File: src/rtl/ball_table_ctrl_pkg.sv
// Shared types and register-map constants for the double-buffered ball descriptor table.
// Types and constants only: no latency and no backpressure.
package ball_table_ctrl_pkg;

    localparam int NUM_BALLS_DEFAULT = 16;

    // CTRL write bits
    localparam int CTRL_COMMIT_BIT  = 0;
    localparam int CTRL_IRQ_CLR_BIT = 1;

    // CTRL read bits
    localparam int STAT_PENDING_BIT = 0;
    localparam int STAT_COPYING_BIT = 1;
    localparam int STAT_IRQ_BIT     = 2;
    localparam int STAT_FRAME_LSB   = 16;

    typedef struct packed {
        logic       visible;
        logic [5:0] radius;
        logic [9:0] y;
        logic [9:0] x;
    } ball_t;

    typedef enum logic [1:0] {
        ST_IDLE,
        ST_PENDING,
        ST_SWAP,
        ST_COPY
    } state_t;

    // CTRL sits at the top word of the address space
    function automatic int ctrl_offset(input int addr_w);
        return (1 << addr_w) - 1;
    endfunction

    function automatic logic [31:0] ball_to_word(input ball_t b);
        return {b.visible, 5'b0, b.radius, b.y, b.x};
    endfunction

endpackage

File: src/rtl/ball_table_ctrl_if.sv
// Avalon-MM slave bus bundle for the ball table: readdata has a fixed latency of 1 after acceptance.
// The master holds a request steady while waitrequest is high.
interface ball_table_ctrl_if #(
    parameter int ADDR_W = 7
);
    logic [ADDR_W-1:0] avs_address;
    logic              avs_read;
    logic              avs_write;
    logic [31:0]       avs_writedata;
    logic [31:0]       avs_readdata;
    logic              avs_waitrequest;

    modport master (
        output avs_address, avs_read, avs_write, avs_writedata,
        input  avs_readdata, avs_waitrequest
    );

    modport slave (
        input  avs_address, avs_read, avs_write, avs_writedata,
        output avs_readdata, avs_waitrequest
    );
endinterface

File: src/rtl/ball_table_ctrl_vs_edge_sync.sv
// Two-flop synchronizer for the active-low vsync, followed by a registered falling-edge pulse.
// The pulse appears 3 clocks after the pin falls; there is no backpressure.
module vs_edge_sync (
    input  logic clk,
    input  logic rst_n,
    input  logic vs_async_i,
    output logic vs_fall_o
);
    // [0],[1] synchronizer stages, [2] previous synchronized value
    logic [2:0] sync_q;
    logic       fall_q;

    always_ff @(posedge clk or negedge rst_n) begin
        if (!rst_n) begin
            sync_q <= 3'b111;
            fall_q <= 1'b0;
        end else begin
            sync_q <= {sync_q[1:0], vs_async_i};
            fall_q <= sync_q[2] & ~sync_q[1];
        end
    end

    assign vs_fall_o = fall_q;
endmodule

File: src/rtl/ball_table_ctrl.sv
// Double-buffered ball table: the bank swap happens on vsync, then the new active bank is copied back to the shadow bank; readdata and rd_data are registered with latency 1.
// Entry accesses stall during SWAP/COPY and CTRL never stalls; the frame-swap irq is built only with BALL_TABLE_IRQ_EN.
module ball_table_ctrl
    import ball_table_ctrl_pkg::*;
#(
    parameter  int NUM_BALLS = NUM_BALLS_DEFAULT,
    parameter  int ADDR_W    = 7,
    localparam int IDX_W     = (NUM_BALLS > 1) ? $clog2(NUM_BALLS) : 1
) (
    input  logic                Clk,
    input  logic                Reset_n,
    ball_table_ctrl_if.slave    avs,
    input  logic                VGA_VS,
    input  logic [IDX_W-1:0]    rd_idx,
    output logic [31:0]         rd_data,
    output logic                irq
);
    localparam logic [ADDR_W-1:0] CTRL_ADDR = ADDR_W'(ctrl_offset(ADDR_W));
    localparam logic [IDX_W-1:0]  LAST_IDX  = IDX_W'(NUM_BALLS - 1);

    state_t                          state_q, state_d;
    logic                            active_q;
    logic [15:0]                     frame_cnt_q;
    logic                            commit_lat_q;
    logic [IDX_W-1:0]                copy_idx_q;
    ball_t [1:0][NUM_BALLS-1:0]      bank_q;
    logic [31:0]                     readdata_q;
    logic [31:0]                     rd_data_q;

    logic        vs_fall;
    logic        busy, copying, pending, swap_go, waitreq;
    logic        hit_entry, hit_ctrl;
    logic        wr_acc, rd_acc, entry_wr, commit_wr, irq_clr;
    logic        irq_flag;
    logic        rd_in_range;
    logic [31:0] status;
    ball_t       wr_ball;
    logic [IDX_W-1:0] addr_idx;
    logic [ADDR_W:0]  addr_ext;
    logic [IDX_W:0]   rd_idx_ext;
    logic             unused_wdata;

    vs_edge_sync u_vs_sync (
        .clk       (Clk),
        .rst_n     (Reset_n),
        .vs_async_i(VGA_VS),
        .vs_fall_o (vs_fall)
    );

    assign addr_ext    = {1'b0, avs.avs_address};
    assign hit_entry   = addr_ext < (ADDR_W + 1)'(NUM_BALLS);
    assign hit_ctrl    = avs.avs_address == CTRL_ADDR;
    assign addr_idx    = avs.avs_address[IDX_W-1:0];
    assign rd_idx_ext  = {1'b0, rd_idx};
    assign rd_in_range = rd_idx_ext < (IDX_W + 1)'(NUM_BALLS);

    assign wr_acc    = avs.avs_write & ~waitreq;
    assign rd_acc    = avs.avs_read & ~waitreq;
    assign entry_wr  = wr_acc & hit_entry;
    assign commit_wr = wr_acc & hit_ctrl & avs.avs_writedata[CTRL_COMMIT_BIT];
    assign irq_clr   = wr_acc & hit_ctrl & avs.avs_writedata[CTRL_IRQ_CLR_BIT];

    // Bits 30:26 are reserved in the entry format and are dropped on write
    assign wr_ball.visible = avs.avs_writedata[31];
    assign wr_ball.radius  = avs.avs_writedata[25:20];
    assign wr_ball.y       = avs.avs_writedata[19:10];
    assign wr_ball.x       = avs.avs_writedata[9:0];
    assign unused_wdata    = ^avs.avs_writedata[30:26];

    always_ff @(posedge Clk or negedge Reset_n) begin
        if (!Reset_n) begin
            state_q <= ST_IDLE;
        end else begin
            state_q <= state_d;
        end
    end

    always_comb begin
        state_d = state_q;
        case (state_q)
            ST_IDLE:    if (commit_wr) state_d = ST_PENDING;
            ST_PENDING: if (vs_fall)   state_d = ST_SWAP;
            ST_SWAP:    state_d = ST_COPY;
            ST_COPY: begin
                if (copy_idx_q == LAST_IDX) begin
                    state_d = (commit_lat_q | commit_wr) ? ST_PENDING : ST_IDLE;
                end
            end
            default:    state_d = ST_IDLE;
        endcase
    end

    always_comb begin
        busy    = (state_q == ST_SWAP) || (state_q == ST_COPY);
        copying = (state_q == ST_COPY);
        pending = (state_q == ST_PENDING) || commit_lat_q;
        swap_go = (state_q == ST_PENDING) && vs_fall;
        waitreq = (avs.avs_read | avs.avs_write) & hit_entry & busy;
    end

    always_comb begin
        status = '0;
        status[STAT_PENDING_BIT]         = pending;
        status[STAT_COPYING_BIT]         = copying;
        status[STAT_IRQ_BIT]             = irq_flag;
        status[STAT_FRAME_LSB +: 16]     = frame_cnt_q;
    end

    always_ff @(posedge Clk or negedge Reset_n) begin
        if (!Reset_n) begin
            active_q     <= 1'b0;
            frame_cnt_q  <= 16'd0;
            commit_lat_q <= 1'b0;
            copy_idx_q   <= '0;
            bank_q       <= '0;
            readdata_q   <= 32'd0;
            rd_data_q    <= 32'd0;
        end else begin
            // The bank flips on entry to SWAP so a read in the SWAP cycle already sees the new frame
            if (swap_go) begin
                active_q    <= ~active_q;
                frame_cnt_q <= frame_cnt_q + 16'd1;
            end

            // A commit accepted while busy is held until COPY finishes
            commit_lat_q <= (commit_lat_q | (commit_wr & busy)) & (state_d != ST_PENDING);

            if (state_q == ST_SWAP) begin
                copy_idx_q <= '0;
            end else if (state_q == ST_COPY) begin
                copy_idx_q <= copy_idx_q + IDX_W'(1);
            end

            if (state_q == ST_COPY) begin
                bank_q[~active_q][copy_idx_q] <= bank_q[active_q][copy_idx_q];
            end else if (entry_wr) begin
                bank_q[~active_q][addr_idx] <= wr_ball;
            end

            if (rd_acc) begin
                if (hit_entry) begin
                    readdata_q <= ball_to_word(bank_q[~active_q][addr_idx]);
                end else if (hit_ctrl) begin
                    readdata_q <= status;
                end else begin
                    readdata_q <= 32'd0;
                end
            end

            rd_data_q <= rd_in_range ? ball_to_word(bank_q[active_q][rd_idx]) : 32'd0;
        end
    end

`ifdef BALL_TABLE_IRQ_EN
    logic irq_q;

    // A set in the SWAP cycle takes priority over a clear in the same cycle
    always_ff @(posedge Clk or negedge Reset_n) begin
        if (!Reset_n) begin
            irq_q <= 1'b0;
        end else if (state_q == ST_SWAP) begin
            irq_q <= 1'b1;
        end else if (irq_clr) begin
            irq_q <= 1'b0;
        end
    end

    assign irq_flag = irq_q;
`else
    logic unused_irq_clr;

    assign unused_irq_clr = irq_clr;
    assign irq_flag       = 1'b0;
`endif

    assign avs.avs_readdata    = readdata_q;
    assign avs.avs_waitrequest = waitreq;
    assign rd_data             = rd_data_q;
    assign irq                 = irq_flag;
endmodule

File: src/flat_wrapper.sv
// flat-port wrapper written by rule: the top's interface ports become plain ports
module ball_table_ctrl_flat import ball_table_ctrl_pkg::*;
#(
    parameter  int NUM_BALLS = NUM_BALLS_DEFAULT,
    parameter  int ADDR_W    = 7,
    localparam int IDX_W     = (NUM_BALLS > 1) ? $clog2(NUM_BALLS) : 1
)
  (Clk, Reset_n, VGA_VS, rd_idx, rd_data, irq, avs_avs_address, avs_avs_read, avs_avs_write, avs_avs_writedata, avs_avs_readdata, avs_avs_waitrequest);
  ball_table_ctrl_if #(.ADDR_W(ADDR_W)) avs_i ();
  input  logic Clk;
  input  logic Reset_n;
  input  logic VGA_VS;
  input  logic [IDX_W-1:0] rd_idx;
  output logic [31:0] rd_data;
  output logic irq;
  input wire logic [$bits(avs_i.avs_address)-1:0] avs_avs_address;
  input wire logic [$bits(avs_i.avs_read)-1:0] avs_avs_read;
  input wire logic [$bits(avs_i.avs_write)-1:0] avs_avs_write;
  input wire logic [$bits(avs_i.avs_writedata)-1:0] avs_avs_writedata;
  output wire logic [$bits(avs_i.avs_readdata)-1:0] avs_avs_readdata;
  output wire logic [$bits(avs_i.avs_waitrequest)-1:0] avs_avs_waitrequest;
  assign avs_i.avs_address = avs_avs_address;
  assign avs_i.avs_read = avs_avs_read;
  assign avs_i.avs_write = avs_avs_write;
  assign avs_i.avs_writedata = avs_avs_writedata;
  assign avs_avs_readdata = avs_i.avs_readdata;
  assign avs_avs_waitrequest = avs_i.avs_waitrequest;
  ball_table_ctrl #(.NUM_BALLS(NUM_BALLS), .ADDR_W(ADDR_W)) u_core (.Clk(Clk), .Reset_n(Reset_n), .avs(avs_i), .VGA_VS(VGA_VS), .rd_idx(rd_idx), .rd_data(rd_data), .irq(irq));
endmodule
File: config.mk
export PLATFORM = sky130hd
export DESIGN_NAME = ball_table_ctrl_flat
export DESIGN_NICKNAME = d
export VERILOG_FILES = /design/src/rtl/ball_table_ctrl_pkg.sv /design/src/rtl/ball_table_ctrl_if.sv /design/src/rtl/ball_table_ctrl_vs_edge_sync.sv /design/src/rtl/ball_table_ctrl.sv /design/src/flat_wrapper.sv
export SDC_FILE = /design/constraint.sdc
export NUM_CORES = 2
export LEC_CHECK = 0
export ABC_CLOCK_PERIOD_IN_PS = 3000
export BUFFER_PORTS_ARGS = -buffer_cell sky130_fd_sc_hd__buf_2
export CAP_MARGIN = 20
export CORE_ASPECT_RATIO = 0.75
export CORE_MARGIN = 5
export CORE_UTILIZATION = 30
export DETAILED_ROUTE_END_ITERATION = 8
export PLACE_DENSITY_LB_ADDON = 0.25
export SLEW_MARGIN = 25
export SYNTH_ARGS = -nofsm -noshare
export SYNTH_HDL_FRONTEND = slang
export SYNTH_HIERARCHICAL = 1
export SYNTH_SLANG_ARGS = --single-unit
File: constraint.sdc
create_clock -name Clk -period 3 [get_ports Clk]
set_input_delay 0.45 -clock Clk [delete_from_list [all_inputs] [get_ports Clk]]
set_output_delay 0.45 -clock Clk [all_outputs]
set_load 0.02 [all_outputs]
# After elaboration in Yosys (flattened, before gate mapping)
# Cells that the tools add are included.
[totals] regBits=956 inputBits=48 output_inout_bits=66 word_cells=212
[op_classes] addsub=2 n_lt_le_gt_ge=10 eq_ne=6 n_mux=32 bitwise_logic=16 reduce_logical=9
[ops] cell="two-way mux 432 bit" count=6
[ops] cell="bitwise mux 864 bit" count=2
[ops] cell="two-way mux 864 bit" count=2
[ops] cell="demux 432 bit (select 1 bit)" count=2
[ops] cell="binary-select mux 27 bit (select 4 bit)" count=3
[ops] cell="demux 27 bit (select 4 bit)" count=2
[ops] cell="two-way mux 27 bit" count=5
[ops] cell="two-way mux 32 bit" count=3
[ops] cell="less-than comparator 4 x 5 -> 1 bit, second input constant" count=4
[ops] cell="adder 16 x 1 -> 16 bit, second input constant" count=1
[ops] cell="bitwise AND 1 bit" count=10
[ops] cell="greater-or-equal comparator 4 x 1 -> 1 bit, second input constant" count=2
[ops] cell="two-way mux 4 bit" count=2
[ops] cell="case mux 2 bit (4 select lines)" count=1
[ops] cell="== test 7 bit, second input constant" count=1
[ops] cell="less-than comparator 7 x 5 -> 1 bit, second input constant" count=1
[ops] cell="two-way mux 2 bit" count=3
[ops] cell="adder 4 x 1 -> 4 bit, second input constant" count=1
[ops] cell="== test 2 bit, second input constant" count=2
[ops] cell="== test 4 bit, second input constant" count=1
[ops] cell="logical AND 1 bit" count=4
[ops] cell="less-than comparator 1 x 2 -> 1 bit, second input constant" count=2
[ops] cell="nonzero test 2 bit" count=2
[ops] cell="NOT 1 bit" count=3
[ops] cell="7 further kinds" count=10

# Logic depth before layout (Yosys ltp)
[logic_depth] depth_word=13 mapped_depth=11 depth_no_buf=7

# Cells and area by module
# Netlist, hierarchy kept.
[modules_own_cells] mod="ball_table_ctrl" instances=1 cells_each=5116 area_each_um2=59965.0 seq_area_each_um2=23697.7
[modules_own_cells] mod="vs_edge_sync" instances=1 cells_each=5 area_each_um2=117.6 seq_area_each_um2=103.8

# Worst setup path before layout
# Ideal clock, no wire load.
[synth_timing] path_kind="register to register" start="register u_core.copy_idx_q[0]" end="register u_core/bank_q[705] in the netlist's numbering" setup_time_ns=0.126 arrival_ns=2.747 t_required_ns=2.874 setup_slack_ns=0.127 path_stages_with_launch=12 n_path_buf=4 synth_period_minus_slack_ns=2.873 path_cell_list="dfrtp_1 > inv_1 > clkbuf_1 > clkbuf_1 > ha_1 > and3b_1 > clkbuf_1 > nand2_1 > o21ai_0 > nand2_1 > clkbuf_1 > a221o_1"
[synth_via] elab_chain_cells=8 elab_cells_between_ends=11 classes_between="order compare (2); mux (8); reduce/logical (1)"
[synth_lines] element="start: declaration" line="ball_table_ctrl.sv:25" source="logic [IDX_W-1:0] copy_idx_q;"
[synth_lines] element="start signal: assignment" line="ball_table_ctrl.sv:131" source="copy_idx_q <= copy_idx_q + IDX_W'(1);"
[synth_lines] element="less-than comparator 4 x 5 -> 1 bit (implied by the code) / greater-or-equal comparator 4 x 1 -> 1 bit (equally long branches)" line="ball_table_ctrl.sv:135" source="bank_q[~active_q][copy_idx_q] <= bank_q[active_q][copy_idx_q];"
[synth_lines] element="logical AND 1 bit (implied by the code)" line="ball_table_ctrl.sv:135"
[synth_lines] element="two-way mux 27 bit (implied by the code)" line="ball_table_ctrl.sv:135"
[synth_lines] element="demux 27 bit (select 4 bit)"
[synth_lines] element="two-way mux 432 bit (implied by the code)" line="ball_table_ctrl.sv:135"
[synth_lines] element="demux 432 bit (select 1 bit)"
[synth_lines] element="bitwise mux 864 bit (*)" line="ball_table_ctrl.sv:135"
[synth_lines] element="two-way mux 864 bit (*)" line="ball_table_ctrl.sv:134" source="if (state_q == ST_COPY) begin"
[synth_lines] element="end signal: indexed assignment" line="ball_table_ctrl.sv:135"
[synth_lines] element="end signal: indexed assignment" line="ball_table_ctrl.sv:137" source="bank_q[~active_q][addr_idx] <= wr_ball;"
[synth_lines] element="end: declaration" line="ball_table_ctrl.sv:26" source="ball_t [1:0][NUM_BALLS-1:0] bank_q;"
# Every way passes the cells marked *; elsewhere a longest branch is shown, timed or not. The select of a mux whose other input is x is not followed.
# A chain may end at the register's enable or synchronous reset.

# Final worst setup path
[layout_timing] start="register u_core.state_q[1]" end="register u_core/bank_q[638] in the netlist's numbering"
[layout_via] elab_chain_cells=7 elab_cells_between_ends=9 classes_between="eq/ne (2); mux (1); bitwise (4); reduce/logical (2)"
[layout_lines] element="start: declaration" line="ball_table_ctrl.sv:21" source="state_t state_q, state_d;"
[layout_lines] element="start signal: assignment" line="ball_table_ctrl.sv:74" source="state_q <= state_d;"
[layout_lines] element="== test 2 bit, on equally long branches" line="ball_table_ctrl.sv:94, ball_table_ctrl.sv:134"
[layout_lines] element="logical OR 1 bit" line="ball_table_ctrl.sv:94" source="busy = (state_q == ST_SWAP) || (state_q == ST_COPY);"
[layout_lines] element="bitwise AND 1 bit" line="ball_table_ctrl.sv:98" source="waitreq = (avs.avs_read | avs.avs_write) & hit_entry & busy;"
[layout_lines] element="NOT 1 bit" line="ball_table_ctrl.sv:57" source="assign wr_acc = avs.avs_write & ~waitreq;"
[layout_lines] element="bitwise AND 1 bit" line="ball_table_ctrl.sv:57"
[layout_lines] element="bitwise AND 1 bit" line="ball_table_ctrl.sv:59" source="assign entry_wr = wr_acc & hit_entry;"
[layout_lines] element="nonzero test 2 bit (no source line)"
# Parallel ways exist; a longest one is shown, timed or not.

==> metrics.md <==
| Metric | Value |
|---|---|
| Total CTS buffers | ~110 |
| Hold Path End | u_core/avs.avs_readdata[0] |
| Worst slew pin tran | 1.143 ns |
| Area Growth Syn to Fin | 15.84% |
| Worst reg2reg path depth | 7 |
| Worst rel slew slack | between 20% and 30% |
| Worst Clk Skew | between 0.04 and 0.05 ns |
| Setup crit end kind | register |
| Worst Path Required | 3.63 ns |
| CP Buf/Inv Count | 3 |
| H-tree depth | 3 |
| Detailed Place HPWL | ~190,000 um |
| RSZ-0062 raised after global routing | false |
| Routed wire length per instance | between 30 and 40 um |
| Post-synth EDFFs | 0 |
| Mean area per synthesized cell | ~12 um^2 |
| Initial Util | between 30% and 40% |
| Critical Path Most Common Cell | buf_4 |
| Clock Latency Late Sink | around 0.79 ns |
| Clock sink total | 951 |
| Post CTS Setup Buffer Count | 0 |
| Post-synth top area share | between 30% and 40% |
| Hold Crit Depth | 4 |
| Biggest area consumer among synthesized cells | dfrtp_1 |
| Reg2reg setup slack | 0.08 ns |
| Hold Crit Start | avs_avs_read |
| CTS tree | yes |
| Peak VDD IR | approximately 560 uV |
| Final wirelength | between 300,000 and 400,000 um |
| Initial DRC count | roughly 8,000 |
| Core ar. | 199,500 um^2 |
| CP startpoint | u_core/state_q[1] |
| Yosys Warn Count | 6 |
| CP top delay family | buffers and inverters |
| Synth async-reset ratio | 100.0% |
| Critical Path Start Type | register |
| Cell count after synthesis | roughly 5,100 |
| Synth cell types | 51 |
| Final-report hold violation count | 0 |
| Commonest register cell after synthesis | dfrtp_1 |
| Reg2reg end | u_core/bank_q[638] |
| CTS clk-pin slew, worst paths | 0.06 ns |
| Syn Std Cell Area | ~60,000 um^2 |
| Nets@finish | ~5,100 |
| Residual DRC | 0 |
| Period utilization | between 90 and 100% |
| Hold WC Path Type | input port to register |
| Reg2reg start | u_core/state_q[1] |
| Worst Path Arrival | approximately 3.6 ns |
| Initial antenna violation count | 20 |
| Critical path cell sequence | and2_1 > a21o_2 > buf_4 > buf_4 > nand2_2 > buf_4 > a221o_1 |
| Leakage dissipation | just under 30 nW |
| Final Wtd Congestion | 0.9467 |
| Crit-path slowest cell | dfrtp_1 |
| Register area share after synthesis | roughly two fifths |
| Die Ht | roughly 400 um |
| Final setup vio count | 0 |
| Worst path max stage delay | about 0.66 ns |
| Die area | ~210,000 um^2 |
| Tmin final | between 2 and 3 ns |
| Cell Pwr Density | 1026 nW/um^2 |
| Max Fanout on Critical Path | 17 |
| Maxcap violations | 0 |
| Number of global-route vias before repair | roughly 51,000 |
| Vias per std cell | ~6.9 |
| Site Rows | 142 |
| Final ANT Viol Nets | 0 |
| Run status | finished clean |
| PortBufs | 102 |
| First-pass iteration count of the detailed router | 8 |
| Layout cell share with drive strength beyond 1 | around 26% |
| GRT Util Overall | 28.16% |
| Largest net degree at the start of global routing | 131 |
| Global-route wire length before repair | 420,800 um |
| Slew Limit Fails | 0 |
| Die width | between 500 and 600 um |
| Overflow after GRT | 0 |
| Fin Setup TNS | 0 ns |
| Total number of vias | roughly 54,000 |
| Fmax achieved | between 300 and 400 MHz |
| CTS Root Cell | clkbuf_16 |
| Worst setup path category | register to register |
| Num ports | ~110 |
| Clk buf depth | 3 |
| Yosys reg bits | 951 |
| Final Util | a little over a third |
| Top cells by area, synth | dfrtp_1 39%, mux4_2 19%, a221o_1 14% |
==> how the worst max path moves through the flow <==
stage | end | slack, ns | depth (start not counted)
after floorplan | u_core/bank_q[705] | 0.13 | 11
after CTS | u_core/bank_q[41] | 0.23 | 8
after detailed placement | u_core/bank_q[44] | 0.14 | 9
after global placement | u_core/bank_q[44] | 0.22 | 9
final | u_core/bank_q[638] | 0.08 | 7
after global routing | u_core/bank_q[621] | 0.08 | 8
==> routing by layer <==
layer  wire length [um]  global-route usage (%)  vias to the layer above  share of wire (%)
met4              15450                   11.69                       16                5.1
met1             120300                   38.48                    27937                 39
met5                263                  0.7816                        -              0.086
li1                   -                       -                    20366                  -
met3              49420                   13.94                      870                 16
met2             119700                   37.28                     4575                 39
==> flip-flops by register name, indices dropped and copies added (netlist names) <==
name / cells
u_core/active_q: 1
u_core/avs.avs_readdata: 32
u_core/bank_q: 864
u_core/commit_lat_q: 1
u_core/copy_idx_q: 4
u_core/frame_cnt_q: 16
u_core/rd_data: 27
u_core/state_q: 2
u_core/u_vs_sync/sync_q: 3
u_core/u_vs_sync/vs_fall_o: 1
==> cells in the mapped netlist, drive strengths merged, types with 7 or more instances <==
cell	instances
nand2b	15
and2	7
nor2b	9
mux2	82
mux4	497
or2	7
nand3	101
nor2	879
a21oi	56
o22ai	27
a41oi	12
a22o	20
a22oi	183
nand2	117
o21ai	104
clkbuf	353
buf	263
nand4	22
mux2i	525
and3b	7
inv	9
dfrtp	948
a221o	821
xnor2	12
==> metrics by stage <==
stage | power, mW | hold slack, ns | instance area [um^2] | std cells | setup WS, ns
2_1_floorplan | 44.06 | 0.1544 | 60100 | 5126 | 0.1272
3_3_place_gp | 54.89 | 0.3526 | 65670 | 7625 | 0.2167
3_5_place_dp | 55.39 | 0.3491 | 65670 | 7625 | 0.1424
4_1_cts | 70.41 | 0.1680 | 69570 | 7827 | 0.2289
5_1_grt | 73.90 | 0.2644 | 69570 | 7828 | 0.07957
6_report | 71.44 | 0.2090 | 69600 | 7838 | 0.07739
==> timing repair <==
item,in CTS,in global routing
endpoints found under the hold margin,327,0
hold buffers,2,0
gates resized for setup,0,1
setup endpoints to repair,0,1
==> layout make-up <==
cell class	count	area [um^2]
fill	19400	129900
timing repair buffer	453	4613
clock inverter	49	798.3
clock buffer	151	3075
antenna	11	27.53
sequential	951	23810
tap	2664	3333
multi-input combinational	3550	33900
inverter	9	41.29
==> worst register-to-register path, stage by stage (launching register included) <==
cell and delay [ns]:
dfrtp_1 0.66, and2_1 0.45, a21o_2 0.32, buf_4 0.28
buf_4 0.27, nand2_2 0.11, buf_4 0.32, a221o_1 0.39
==> kinds of logic after synthesis <==
family	share of synthesized area (%)
mux	28.91
other cells	0.006241
buf+inv	4.748
xor+xnor	0.2332
flops	39.61
fa+ha+maj	0.1041
compound gates	18.13
simple gates	8.247
==> power breakdown <==
group	total, mW	switching, mW	internal [mW]
clock network	15.0	6.21	8.78
registers	22.6	5.22	17.3
logic	33.9	18.6	15.3
total	71.4	30.0	41.4
==> layout by cell type (no fill, tap or decap), types with 22 or more instances in the layout <==
cell type  netlist  routed
nor2_4           7      31
o21ai_0         87      87
a21oi_1         56      56
buf_12           0     113
nand2_1        117      70
nand2_2          0      47
clkbuf_16        0     109
mux2_2          82      82
o22ai_1         27      27
buf_2          144      96
clkbuf_1       353      23
nor2_1         859     847
dfrtp_1        948     945
buf_4           79     237
mux2i_1        525     525
nand4_1         22      22
a22oi_1        183     183
nand3_1        100     100
a221o_1        821     821
mux4_2         497     497
(Power assumes the default switching activity.)
